## config.mk

```make
export PLATFORM = sky130hd
export DESIGN_NAME = expr_result_unpacker
export DESIGN_NICKNAME = d
export VERILOG_FILES = /design/src/rtl/expr_result_unpacker.sv
export SDC_FILE = /design/constraint.sdc
export NUM_CORES = 1
export LEC_CHECK = 0
export ABC_AREA = 1
export BUFFER_PORTS_ARGS = -buffer_cell sky130_fd_sc_hd__buf_2
export CAP_MARGIN = 20
export CORE_MARGIN = 5
export CORE_UTILIZATION = 50
export DETAILED_ROUTE_END_ITERATION = 8
export HOLD_SLACK_MARGIN = 0.1
export PLACE_DENSITY = 0.71
export SLEW_MARGIN = 40
export SYNTH_ARGS = -nofsm -noshare
export SYNTH_HDL_FRONTEND = slang
export SYNTH_SLANG_ARGS = --single-unit
```

## constraint.sdc

```tcl
create_clock -name clk -period 9 [get_ports clk]
set_clock_uncertainty 0.05 [all_clocks]
set_input_delay 0.45 -clock clk [delete_from_list [all_inputs] [get_ports clk]]
set_output_delay 0.45 -clock clk [all_outputs]
set_load 0.05 [all_outputs]
```

## src/rtl/expr_result_unpacker.sv

```systemverilog
// expr_result_unpacker
// Reassembles a 90-bit expression result vector (y0..y17) from a narrow
// MSB-first beat stream, then presents the 18 fields one per handshake,
// zero- or sign-extended to OUT_W bits. Collection and emission alternate;
// they never overlap. All outputs are driven straight from registers.

module expr_result_unpacker #(
    parameter int BEAT_W = 10,
    parameter int OUT_W  = 8
) (
    input  logic              clk,
    input  logic              rst,
    input  logic              in_valid,
    output logic              in_ready,
    input  logic [BEAT_W-1:0] in_data,
    input  logic              in_last,
    output logic              out_valid,
    input  logic              out_ready,
    output logic [4:0]        out_idx,
    output logic [OUT_W-1:0]  out_data,
    output logic              out_signed,
    output logic              out_last,
    output logic              frame_err
);

    localparam int N_BEATS = 90 / BEAT_W;
    localparam int CNT_W   = (N_BEATS > 1) ? $clog2(N_BEATS) : 1;
    localparam logic [CNT_W-1:0] LAST_BEAT = CNT_W'(N_BEATS - 1);
    localparam logic [4:0]       LAST_IDX  = 5'd17;

    typedef enum logic [0:0] {
        ST_COLLECT = 1'b0,
        ST_EMIT    = 1'b1
    } state_t;

    // Extract field k from the packed vector and extend it to OUT_W bits.
    // The table lists each field's LSB position, width and signedness.
    function automatic logic [OUT_W-1:0] field_ext(input logic [89:0] vec,
                                                   input logic [4:0]  k);
        logic [6:0]       lsb;
        logic [2:0]       w;
        logic             sgn;
        logic [5:0]       raw;
        logic [OUT_W-1:0] ext;
        case (k)
            5'd0:    begin lsb = 7'd86; w = 3'd4; sgn = 1'b0; end
            5'd1:    begin lsb = 7'd81; w = 3'd5; sgn = 1'b0; end
            5'd2:    begin lsb = 7'd75; w = 3'd6; sgn = 1'b0; end
            5'd3:    begin lsb = 7'd71; w = 3'd4; sgn = 1'b1; end
            5'd4:    begin lsb = 7'd66; w = 3'd5; sgn = 1'b1; end
            5'd5:    begin lsb = 7'd60; w = 3'd6; sgn = 1'b1; end
            5'd6:    begin lsb = 7'd56; w = 3'd4; sgn = 1'b0; end
            5'd7:    begin lsb = 7'd51; w = 3'd5; sgn = 1'b0; end
            5'd8:    begin lsb = 7'd45; w = 3'd6; sgn = 1'b0; end
            5'd9:    begin lsb = 7'd41; w = 3'd4; sgn = 1'b1; end
            5'd10:   begin lsb = 7'd36; w = 3'd5; sgn = 1'b1; end
            5'd11:   begin lsb = 7'd30; w = 3'd6; sgn = 1'b1; end
            5'd12:   begin lsb = 7'd26; w = 3'd4; sgn = 1'b0; end
            5'd13:   begin lsb = 7'd21; w = 3'd5; sgn = 1'b0; end
            5'd14:   begin lsb = 7'd15; w = 3'd6; sgn = 1'b0; end
            5'd15:   begin lsb = 7'd11; w = 3'd4; sgn = 1'b1; end
            5'd16:   begin lsb = 7'd6;  w = 3'd5; sgn = 1'b1; end
            5'd17:   begin lsb = 7'd0;  w = 3'd6; sgn = 1'b1; end
            default: begin lsb = 7'd0;  w = 3'd4; sgn = 1'b0; end
        endcase
        raw = 6'(vec >> lsb);
        ext = (sgn && raw[w - 3'd1]) ? {OUT_W{1'b1}} : {OUT_W{1'b0}};
        for (int b = 0; b < 6; b++) begin
            ext[b] = (b < int'(w)) ? raw[b] : ext[b];
        end
        return ext;
    endfunction

    state_t           state_r, state_nxt;
    logic [89:0]      shift_r, shift_nxt, shifted_s;
    logic [CNT_W-1:0] cnt_r, cnt_nxt;
    logic [4:0]       idx_r, idx_nxt;
    logic             err_nxt;

    logic             in_ready_r, in_ready_nxt;
    logic             out_valid_r, out_valid_nxt;
    logic [4:0]       out_idx_r, out_idx_nxt;
    logic [OUT_W-1:0] out_data_r, out_data_nxt;
    logic             out_signed_r, out_signed_nxt;
    logic             out_last_r, out_last_nxt;
    logic             frame_err_r;

    // Next-state logic: beat collection with framing checks, then field stepping.
    always_comb begin
        state_nxt = state_r;
        shift_nxt = shift_r;
        cnt_nxt   = cnt_r;
        idx_nxt   = idx_r;
        err_nxt   = 1'b0;
        shifted_s = (shift_r << BEAT_W) | 90'(in_data);
        case (state_r)
            ST_COLLECT: begin
                if (in_valid && in_ready_r) begin
                    if (cnt_r == LAST_BEAT) begin
                        cnt_nxt = '0;
                        if (in_last) begin
                            shift_nxt = shifted_s;
                            idx_nxt   = 5'd0;
                            state_nxt = ST_EMIT;
                        end else begin
                            // Full-length frame without a terminator: discard.
                            err_nxt = 1'b1;
                        end
                    end else if (in_last) begin
                        // Terminator arrived early: discard the short frame.
                        cnt_nxt = '0;
                        err_nxt = 1'b1;
                    end else begin
                        shift_nxt = shifted_s;
                        cnt_nxt   = cnt_r + CNT_W'(1);
                    end
                end else begin
                    state_nxt = state_r;
                end
            end
            ST_EMIT: begin
                if (out_valid_r && out_ready) begin
                    if (idx_r == LAST_IDX) begin
                        idx_nxt   = 5'd0;
                        cnt_nxt   = '0;
                        state_nxt = ST_COLLECT;
                    end else begin
                        idx_nxt = idx_r + 5'd1;
                    end
                end else begin
                    state_nxt = state_r;
                end
            end
            default: begin
                state_nxt = ST_COLLECT;
                cnt_nxt   = '0;
                idx_nxt   = 5'd0;
            end
        endcase
    end

    // Output pre-computation from next-state values so every port is a flop.
    always_comb begin
        in_ready_nxt   = 1'b0;
        out_valid_nxt  = 1'b0;
        out_idx_nxt    = 5'd0;
        out_data_nxt   = '0;
        out_signed_nxt = 1'b0;
        out_last_nxt   = 1'b0;
        if (state_nxt == ST_EMIT) begin
            out_valid_nxt  = 1'b1;
            out_idx_nxt    = idx_nxt;
            out_data_nxt   = field_ext(shift_nxt, idx_nxt);
            out_signed_nxt = (idx_nxt % 5'd6) >= 5'd3;
            out_last_nxt   = (idx_nxt == LAST_IDX);
        end else begin
            in_ready_nxt = 1'b1;
        end
    end

    // State, datapath and registered outputs with synchronous reset.
    always_ff @(posedge clk) begin
        if (rst) begin
            state_r      <= ST_COLLECT;
            shift_r      <= '0;
            cnt_r        <= '0;
            idx_r        <= 5'd0;
            in_ready_r   <= 1'b0;
            out_valid_r  <= 1'b0;
            out_idx_r    <= 5'd0;
            out_data_r   <= '0;
            out_signed_r <= 1'b0;
            out_last_r   <= 1'b0;
            frame_err_r  <= 1'b0;
        end else begin
            state_r      <= state_nxt;
            shift_r      <= shift_nxt;
            cnt_r        <= cnt_nxt;
            idx_r        <= idx_nxt;
            in_ready_r   <= in_ready_nxt;
            out_valid_r  <= out_valid_nxt;
            out_idx_r    <= out_idx_nxt;
            out_data_r   <= out_data_nxt;
            out_signed_r <= out_signed_nxt;
            out_last_r   <= out_last_nxt;
            frame_err_r  <= err_nxt;
        end
    end

    assign in_ready   = in_ready_r;
    assign out_valid  = out_valid_r;
    assign out_idx    = out_idx_r;
    assign out_data   = out_data_r;
    assign out_signed = out_signed_r;
    assign out_last   = out_last_r;
    assign frame_err  = frame_err_r;

endmodule

```

======== After elaboration in Yosys (flattened, before gate mapping) ========
Memories as Yosys holds them, arrays and structs flattened.
Index checks and enable logic that the tools add are counted.
Widths: inputs -> output; s select.
operators by class
  add/sub/neg operators ................... 3
  div/mod/pow operators ................... 1
  $lt $le $gt $ge ......................... 8
  equality and inequality tests ........... 6
  shift-type cells ........................ 1
  multiplexer cells ....................... 37
  bitwise operators ....................... 4
  reductions and logical operators ........ 6
operators by type and width
  cell                 number
  $mux 90              5
  $or 90x10->90        1
  $shr 90x7->6         1
  $mux 5               5
  $mux 4               5
  $mux 1               16
  $mux 11              1
  $eq 5x5->1 const B   2
  $pmux 5 s2           1
  $mux 8               1
  $pmux 4 s2           1
  $lt 1x3->1 const A   2
  $lt 2x3->1 const A   2
  $lt 3x3->1 const A   2
  $add 5x1->5 const B  1
  $ge 5x2->1 const B   1
  $mod 5x3->5 const B  1
  $add 4x1->4 const B  1
  $eq 4x4->1 const B   1
  $lt 3x4->1 const B   1
  $ne 2x1->1 const B   2
  $bmux 1 s3           1
  $logic_and 1x1->1    3
  $not 1->1            3
  other kinds (6)      6
word-level totals
  bits in registers ....................... 118
  memory bits (read-only) ................. 320
  output and inout port bits .............. 18
  logic and storage cells ................. 78
  memories kept ........................... 1
memories
  name             words  bits a word  read ports  clocked after Yosys merged registers in  wr ports  line  RTL
  (no name shown)  32     10           1           0                                        0         45    case (k)

======== Depth between registers and ports, before layout ========
Gate-level depths: netlist of run 1.
An unclocked memory read counts as a cell.
  depth in word-level cells ............... 12
  mapped depth ............................ 31

======== Worst setup path before layout of run 1 ========
Ideal clock, no wire load.
  kind .................................... register to register
  start point ............................. register in_ready_r (netlist: in_ready)
  end point ............................... register out_signed_r (netlist: out_signed)
  setup time .............................. 120 ps
  data arrival time ....................... 3548 ps
  data required time ...................... 8830 ps
  slack ................................... 5281 ps
  stages on the path, launching flop included .. 22
  path buffers ............................ 0
  period minus slack after synthesis ...... 3719 ps
  cells stage by stage .................... dfxtp_1 > nand2_1 > nor2_1 > nand3_4 > a21oi_4 > ha_1 > nand3_1 > o21bai_1 > xor2_1 > ha_1 > inv_1 > ha_1 > nand2_1 > xor2_1 > inv_1 > ha_1 > inv_1 > nand2_1 > nor2_1 > o21ai_0 > xor2_1 > o2bb2ai_1
on the way
  longest elaborated chain between the ends .. 5
  elaborated cells between the ends (all ways) .. 9
  classes of those cells .................. div (1); order compare (1); mux (4); bitwise (1); reduce/logical (2)
ends and longest elaborated chain
  item                                           line  RTL
  start, declared                                80    logic in_ready_r, in_ready_nxt;
  start signal, assigned                         180   in_ready_r <= in_ready_nxt;
  $logic_and 1x1->1 *                            98    if (in_valid && in_ready_r) begin
  $mux 5 or $mux 1 (tied branches)               98
  $pmux 5 s2 or $pmux 1 s2 (tied branches)       96    case (state_r)
  $mod 5x3->5 or $not 1->1 (tied branches)       n/a
  $ge 5x2->1 or $reduce_or 2->1 (tied branches)  n/a
  end signal, assigned                           184   out_signed_r <= out_signed_nxt;
  end, declared                                  84    logic out_signed_r, out_signed_nxt;
Mark *: on every way between the ends. The rest lies on a longest branch, timed or not.
A chain may end at the register's enable or synchronous reset.

======== Worst setup path after layout of run 1 ========
  start point ............................. register cnt_r[0]
  end point ............................... register out_data_r[5] (netlist: out_data[5])
on the way
  longest elaborated chain between the ends .. 12
  elaborated cells between the ends (all ways) .. 22
  classes of those cells .................. add/sub (1); order compare (1); eq/ne (1); shift (1); mux (14); bitwise (1); reduce/logical (2); memory (1)
ends and longest elaborated chain
  item                                         line    RTL
  start, declared                              76      logic [CNT_W-1:0] cnt_r, cnt_nxt;
  start signal, assigned                       178     cnt_r <= cnt_nxt;
  $eq 4x4->1 *                                 99      if (cnt_r == LAST_BEAT) begin
  $mux 5                                       99
  $mux 5                                       98
  $pmux 5 s2                                   96
  $mem_v2 32x10                                n/a
  $mux 11                                      150     if (state_nxt == ST_EMIT) begin
  $shr 90x7->6 or $sub 3x1->3 (tied branches)  66, 67
  $bmux 1 s3                                   67      ext = (sgn && raw[w - 3'd1]) ? {OUT_W{1'b1}} : {OUT_W{1'b0}};
  $mux 1 (not written as such)                 67
  $logic_and 1x1->1                            67
  $mux 8                                       67
  $mux 1                                       69      ext[b] = (b < int'(w)) ? raw[b] : ext[b];
  end signal, assigned                         183     out_data_r <= out_data_nxt;
  end, declared                                83      logic [OUT_W-1:0] out_data_r, out_data_nxt;
Mark *: on every way between the ends. The rest lies on a longest branch, timed or not. The select of a mux whose other input is x is not followed.

==> metrics.txt, run 1 <==
Post-CTS Repair Setup Buffers=0; final number of max-transition violations=0; first-pass GRT wire length=41.7 mm; Finished Core Util=53.9%; CTS tree=built; FF/Latch Area=2320 um^2; leading area contributor after synthesis=dfxtp_1; clock sink count=116; Antenna Cells=0; CP max FO=112; GRT Total Usage=24.8%; Vias=9600; Hold/Removal Path Class=in2reg; # port buffers=32; Nets=1538; # DRC=0; GPL Wtd Cong=0.899; cell mode on critical path=nand2_1; CP max stage delay=0.56 ns; wire per inst=14.3 um; Arr. time, crit path=4.92 ns; Hold-fix buffers, CTS=0; Power Density=133 nW/um^2; area of the multi-input gates=5490 um^2; final cell count without fillers=1748; Vias/cell=5.49; M2 GR Usage=40.7%; Tmin final=4.67 ns; antenna violations before repair=0; Worst VDD drop=0.130 mV; crit start category=flop; ranking of synthesized cells by area=dfxtp_1, nand3_1, nand2_1; cells after synthesis=1547; most common cell in the netlist=nand2_1; largest net degree at the start of global routing=113; final instance area=9590 um^2; post-synthesis sequential area ratio=25.9%; Relative slew margins=45.2%; Final Setup Violations=0; worst-path cell with the longest stage delay=nand2_8; die area=20700 um^2; clock slew at reported path FFs=0.06 ns; worst-margin pin slew=0.823 ns; Initial Util=50.4%; fillers=1868; Max-Cap Viols=0; Longest Clk Path Bufs=2; final hold violations=0; Yosys top cell area share=25.9%; layout cell share with drive strength beyond 1=6.71%; P&R area growth vs syn=6.98%; Worst Path Buf+Inv=3; Post-synth ARST share=0%; latest clock arrival within the worst-skew pair=0.42 ns; syn nets=1579; Final WS setup=4.33 ns; RSZ-0062 raised after global routing=false; Place WS=4.33 ns; CP endpoint kind=flop; top post-synthesis cells by count=nand2_1, nand3_1, inv_1; Power Total=1.27 mW; worst path required time=9.25 ns; Die Span X=144 um; number of global-route vias before repair=8650; period utilisation layout=51.9%; top-level port count=33; # rows=49; Detailed Place HPWL=17.2 mm; die height=144 um; Setup CP Type=reg2reg; syn avg cell area=5.79 um^2; yosys warns=0; GR met1 Demand/Resource=31.7%; number of flops mapped to enable cells by yosys=0; CTS Root Cell=clkbuf_16; Post-Syn Area=8960 um^2; post-route ant nets=0; post-route setup TNS=0 ns; cell family with most CP delay=simple AND/OR/NAND/NOR gates; CTS buffer count=17; drt pass-1 iters=6; Lkg Pwr=4.23 nW; Most Crowded Layer GR=met2; fmax=214 MHz; cts repair resizes=0; Primary FF master, synth=dfxtp_1; total grt overflow=0; Hold WS=0.267 ns; library cells used by synthesis=39; DP Area=8990 um^2; H-Tree Depth=4; WL final=24.9 mm; status=finished, final reports clean; core box area=17800 um^2; met3 GRT Util=5.22%; Starting DRT DRC Count=869; placed cell count=1715; Yosys reg bits=116
final timing paths:
path,start,to,slack (ns),cells after the start
max reg2reg,cnt_r[0],out_data[5],4.33,28
max,cnt_r[0],out_data[5],4.33,28
min reg2reg,cnt_r[0],cnt_r[0],0.43,2
min,in_data[6],shift_r[6],0.27,3
logic make-up after synthesis:
kind of cell | synth area share [%]
AOI/OAI and AO/OA | 10.2
xor gates and xnor gates | 0.391
and+or+nand+nor | 47.6
muxes | 0.223
DFF | 25.9
adders and majority gates | 2.37
buffers and inverters | 13.3
where the power goes:
group | switching, mW | internal (mW) | total (mW)
registers | 0.00334 | 0.523 | 0.527
clock network | 0.256 | 0.399 | 0.656
logic | 0.0632 | 0.0295 | 0.0927
flip-flops by register name (all words and copies together), names as in the netlist, 4 cells and up:
name / cells
cnt_r: 4
idx_r: 5
out_data: 7
out_idx: 5
shift_r: 90
area by class of cell:
class	instances	share of cell area, %
clock inverters	12	1.11
flip-flops and latches	116	24.2
inverters	180	7.07
well taps	229	2.99
repair buffers	38	2.47
clock buffers	20	4.87
multi-input cells	1153	57.3
per-layer routing:
metal,vias up,share of wire (%)
li1,4957,-
met5,-,0
met2,362,47
met3,60,5.9
met4,0,3.4
met1,4221,44
worst register-to-register path: cells and delay by family (launching register included):
kind	cells	cell delay [ns]
simple gates	20	2.71
buf+inv	3	0.54
compound gates	3	0.54
fa+ha+maj	2	0.36
flops	1	0.32
cell usage in the layout (no fill, tap or decap), types with 2 or more instances in the layout:
cell	count
nor3_1	5
clkbuf_8	3
o21ai_1	17
xor2_1	3
inv_1	171
nand4_1	4
nand3_4	3
nand3b_1	4
o211ai_1	14
mux2i_1	2
nand2_1	402
nor4_1	2
nand3_1	388
a21oi_1	24
buf_12	2
buf_2	31
buf_4	4
a211oi_1	5
ha_1	17
clkinvlp_4	7
clkbuf_16	17
clkinv_2	3
o21ai_0	99
inv_2	8
o21a_1	4
and2_1	5
nand2_2	4
nand2_4	3
nor2_1	130
dfxtp_1	116
nor2_4	7
(Power assumes the default switching activity.)
==> run 2: changes to the inputs <==
Settings changed: ABC_AREA 1 to 0, PLACE_DENSITY 0.71 to 0.73.
Clock period 9 ns to 4.05 ns, I/O delays scaled along.
==> metrics.txt, run 2 <==
top-level port count=33; Arr. time, crit path=4.61 ns; Nets=1374; post-synthesis mux area share=17.6%; Final Setup Violations=3; Finished Core Util=69.6%; failing checks=negative setup slack; Longest Clk Path Bufs=2; syn avg cell area=7.89 um^2; Worst VDD drop=0.297 mV; clock sink count=116; post-synthesis simple-gate area fraction=23.4%; post-synthesis sequential area ratio=26.7%; Antenna Cells=0; die height=142 um; Die Span X=142 um; Starting DRT DRC Count=1486; fmax=233 MHz; CTS Root Cell=clkbuf_16; Yosys reg bits=116; total grt overflow=0; syn nets=1136; RSZ-0062 raised after global routing=true; cells after synthesis=1104; worst-margin pin slew=0.727 ns; area of the multi-input gates=6220 um^2; Synth Area in Adders=2.44%; # port buffers=32; # DRC=0; yosys warns=0; Post-synth ARST share=0%; top post-synthesis cells by count=nor2_1, dfxtp_1, mux2i_1; wire per inst=22.0 um; worst-path cell with the longest stage delay=a2111oi_4; Tmin final=4.29 ns; library cells used by synthesis=95; clock slew at reported path FFs=0.06 ns; Yosys top cell area share=26.7%; H-Tree Depth=4; final number of max-transition violations=0; worst path required time=4.37 ns; most common cell in the netlist=nor2_1; fillers=1414; post-route ant nets=0; Hold/Removal Path Class=in2reg; status=complete, but fails checks; layout cell share with drive strength beyond 1=33.8%; Max-Cap Viols=0; Power Density=226 nW/um^2; die area=20200 um^2; first-pass GRT wire length=52.8 mm; GRT Total Usage=33.1%; CP endpoint kind=flop; ranking of synthesized cells by area=dfxtp_1, mux2i_1, nor2_1; Post-Syn Area=8710 um^2; FF/Latch Area=2330 um^2; WL final=34.8 mm; antenna violations before repair=0; Setup CP Type=reg2reg; CP max stage delay=0.38 ns; cell mode on critical path=buf_4; Detailed Place HPWL=25.4 mm; number of flops mapped to enable cells by yosys=0; Final WS setup=-0.238 ns; Initial Util=50.7%; period utilisation layout=106%; CTS buffer count=17; drt pass-1 iters=8; commonest non-fill, non-tap cell in the layout=buf_4; core box area=17200 um^2; crit-path cells=inv_1 -> ha_2 -> and4bb_2 -> nor3_4 -> nor2_4 -> buf_6 -> ha_4 -> buf_4 -> a211o_1 -> o22ai_2 -> a22o_2 -> buf_4 -> buf_4 -> nor2_1 -> a32o_2 -> a2111oi_4 -> nor4b_2 -> a311oi_1 -> and3_4 -> a22o_1; CP max FO=10; Largest Register=shift_r; P&R area growth vs syn=37.3%; Vias/cell=6.46; GPL Wtd Cong=1.06; Vias=10213; crit start category=flop; Compound-Gate Fraction of Synth Area=22.4%; Lkg Pwr=5.53 nW; most frequent cells in the layout=buf_4, nor2_1, dfxtp_1; CTS tree=built; latest clock arrival within the worst-skew pair=0.43 ns; max reg flops=90; post-route setup TNS=-0.689 ns; Primary FF master, synth=dfxtp_1; # rows=48; XOR/XNOR share of the synthesized area=1.08%; Relative slew margins=51.0%; number of global-route vias before repair=9527; largest family of logic cells by synthesized area=simple AND/OR/NAND/NOR gates; largest net degree at the start of global routing=84; final hold violations=0; Place WS=-0.313 ns; leading area contributor after synthesis=dfxtp_1
[run 2: power breakdown]
part	internal [mW]	total (mW)	switching [mW]	leakage, nW
registers	1.15	1.15	0.00318	0.937
clock network	0.844	1.44	0.595	0.269
logic	0.0490	0.113	0.0644	4.33
total	2.04	2.70	0.663	5.53
[run 2: worst paths after layout]
check / start / endpoint / depth (start not counted) / slack (ns)
setup reg to reg: idx_r[1] / out_data[4] / 20 / -0.24
hold reg to reg: shift_r[82] / shift_r[82] / 2 / 0.47
hold / removal: in_data[4] / shift_r[4] / 4 / 0.13
setup / recovery: idx_r[1] / out_data[4] / 20 / -0.24
[run 2: area by class of cell]
type | instances | share of cell area [%]
Multi-Input combinational cell | 880 | 52.0
Timing Repair Buffer | 304 | 20.8
Sequential cell | 116 | 19.5
Clock buffer | 17 | 3.56
Tap cell | 225 | 2.35
Clock inverter | 15 | 1.12
Inverter | 23 | 0.722
[run 2: cells by family (layout without fill, tap and decap cells)]
| logic type | after synthesis | after routing |
|---|---|---|
| xor+xnor | 9 | 9 |
| compound gates | 281 | 281 |
| flops | 116 | 116 |
| mux | 147 | 147 |
| fa+ha+maj | 17 | 17 |
| simple gates | 426 | 426 |
| buf+inv | 108 | 359 |
[run 2: repair_timing]
item | in CTS | in global routing
buffers inserted | 16 | 16
cloned | 1 | 2
pin swaps | 8 | 34
setup endpoints to repair | 3 | 6
gates resized for setup | 26 | 65
hold buffers | 8 | 0
endpoints found under the hold margin | 12 | 0
[run 2: per-stage QoR]
| step | hold slack (ns) | area (um^2) | instances | total power, mW |
|---|---|---|---|---|
| 2_1_floorplan | 0.316 | 8720 | 1104 | 1.24 |
| 3_3_place_gp | 0.423 | 10600 | 1505 | 1.27 |
| 3_5_place_dp | 0.425 | 10600 | 1505 | 1.28 |
| 4_1_cts | 0.130 | 11500 | 1562 | 2.71 |
| 5_1_grt | 0.158 | 12000 | 1580 | 2.78 |
| 6_report | 0.129 | 12000 | 1580 | 2.70 |
[run 2: per-layer routing]
layer / track usage (%) / part of all wire [%] / vias to the layer above
met3: 7.53 / 10 / 129
met2: 52.0 / 44 / 679
met4: 11.4 / 4.2 / 0
li1: - / - / 4619
met1: 45.0 / 41 / 4786
met5: 0 / 0 / -
[run 2: critical path: cells and delay by family (launching register included)]
kind            cells  cell delay, ns
compound gates      7            1.82
fa+ha+maj           2            0.33
buf+inv             5            0.67
flops               1            0.34
simple gates        6            1.01
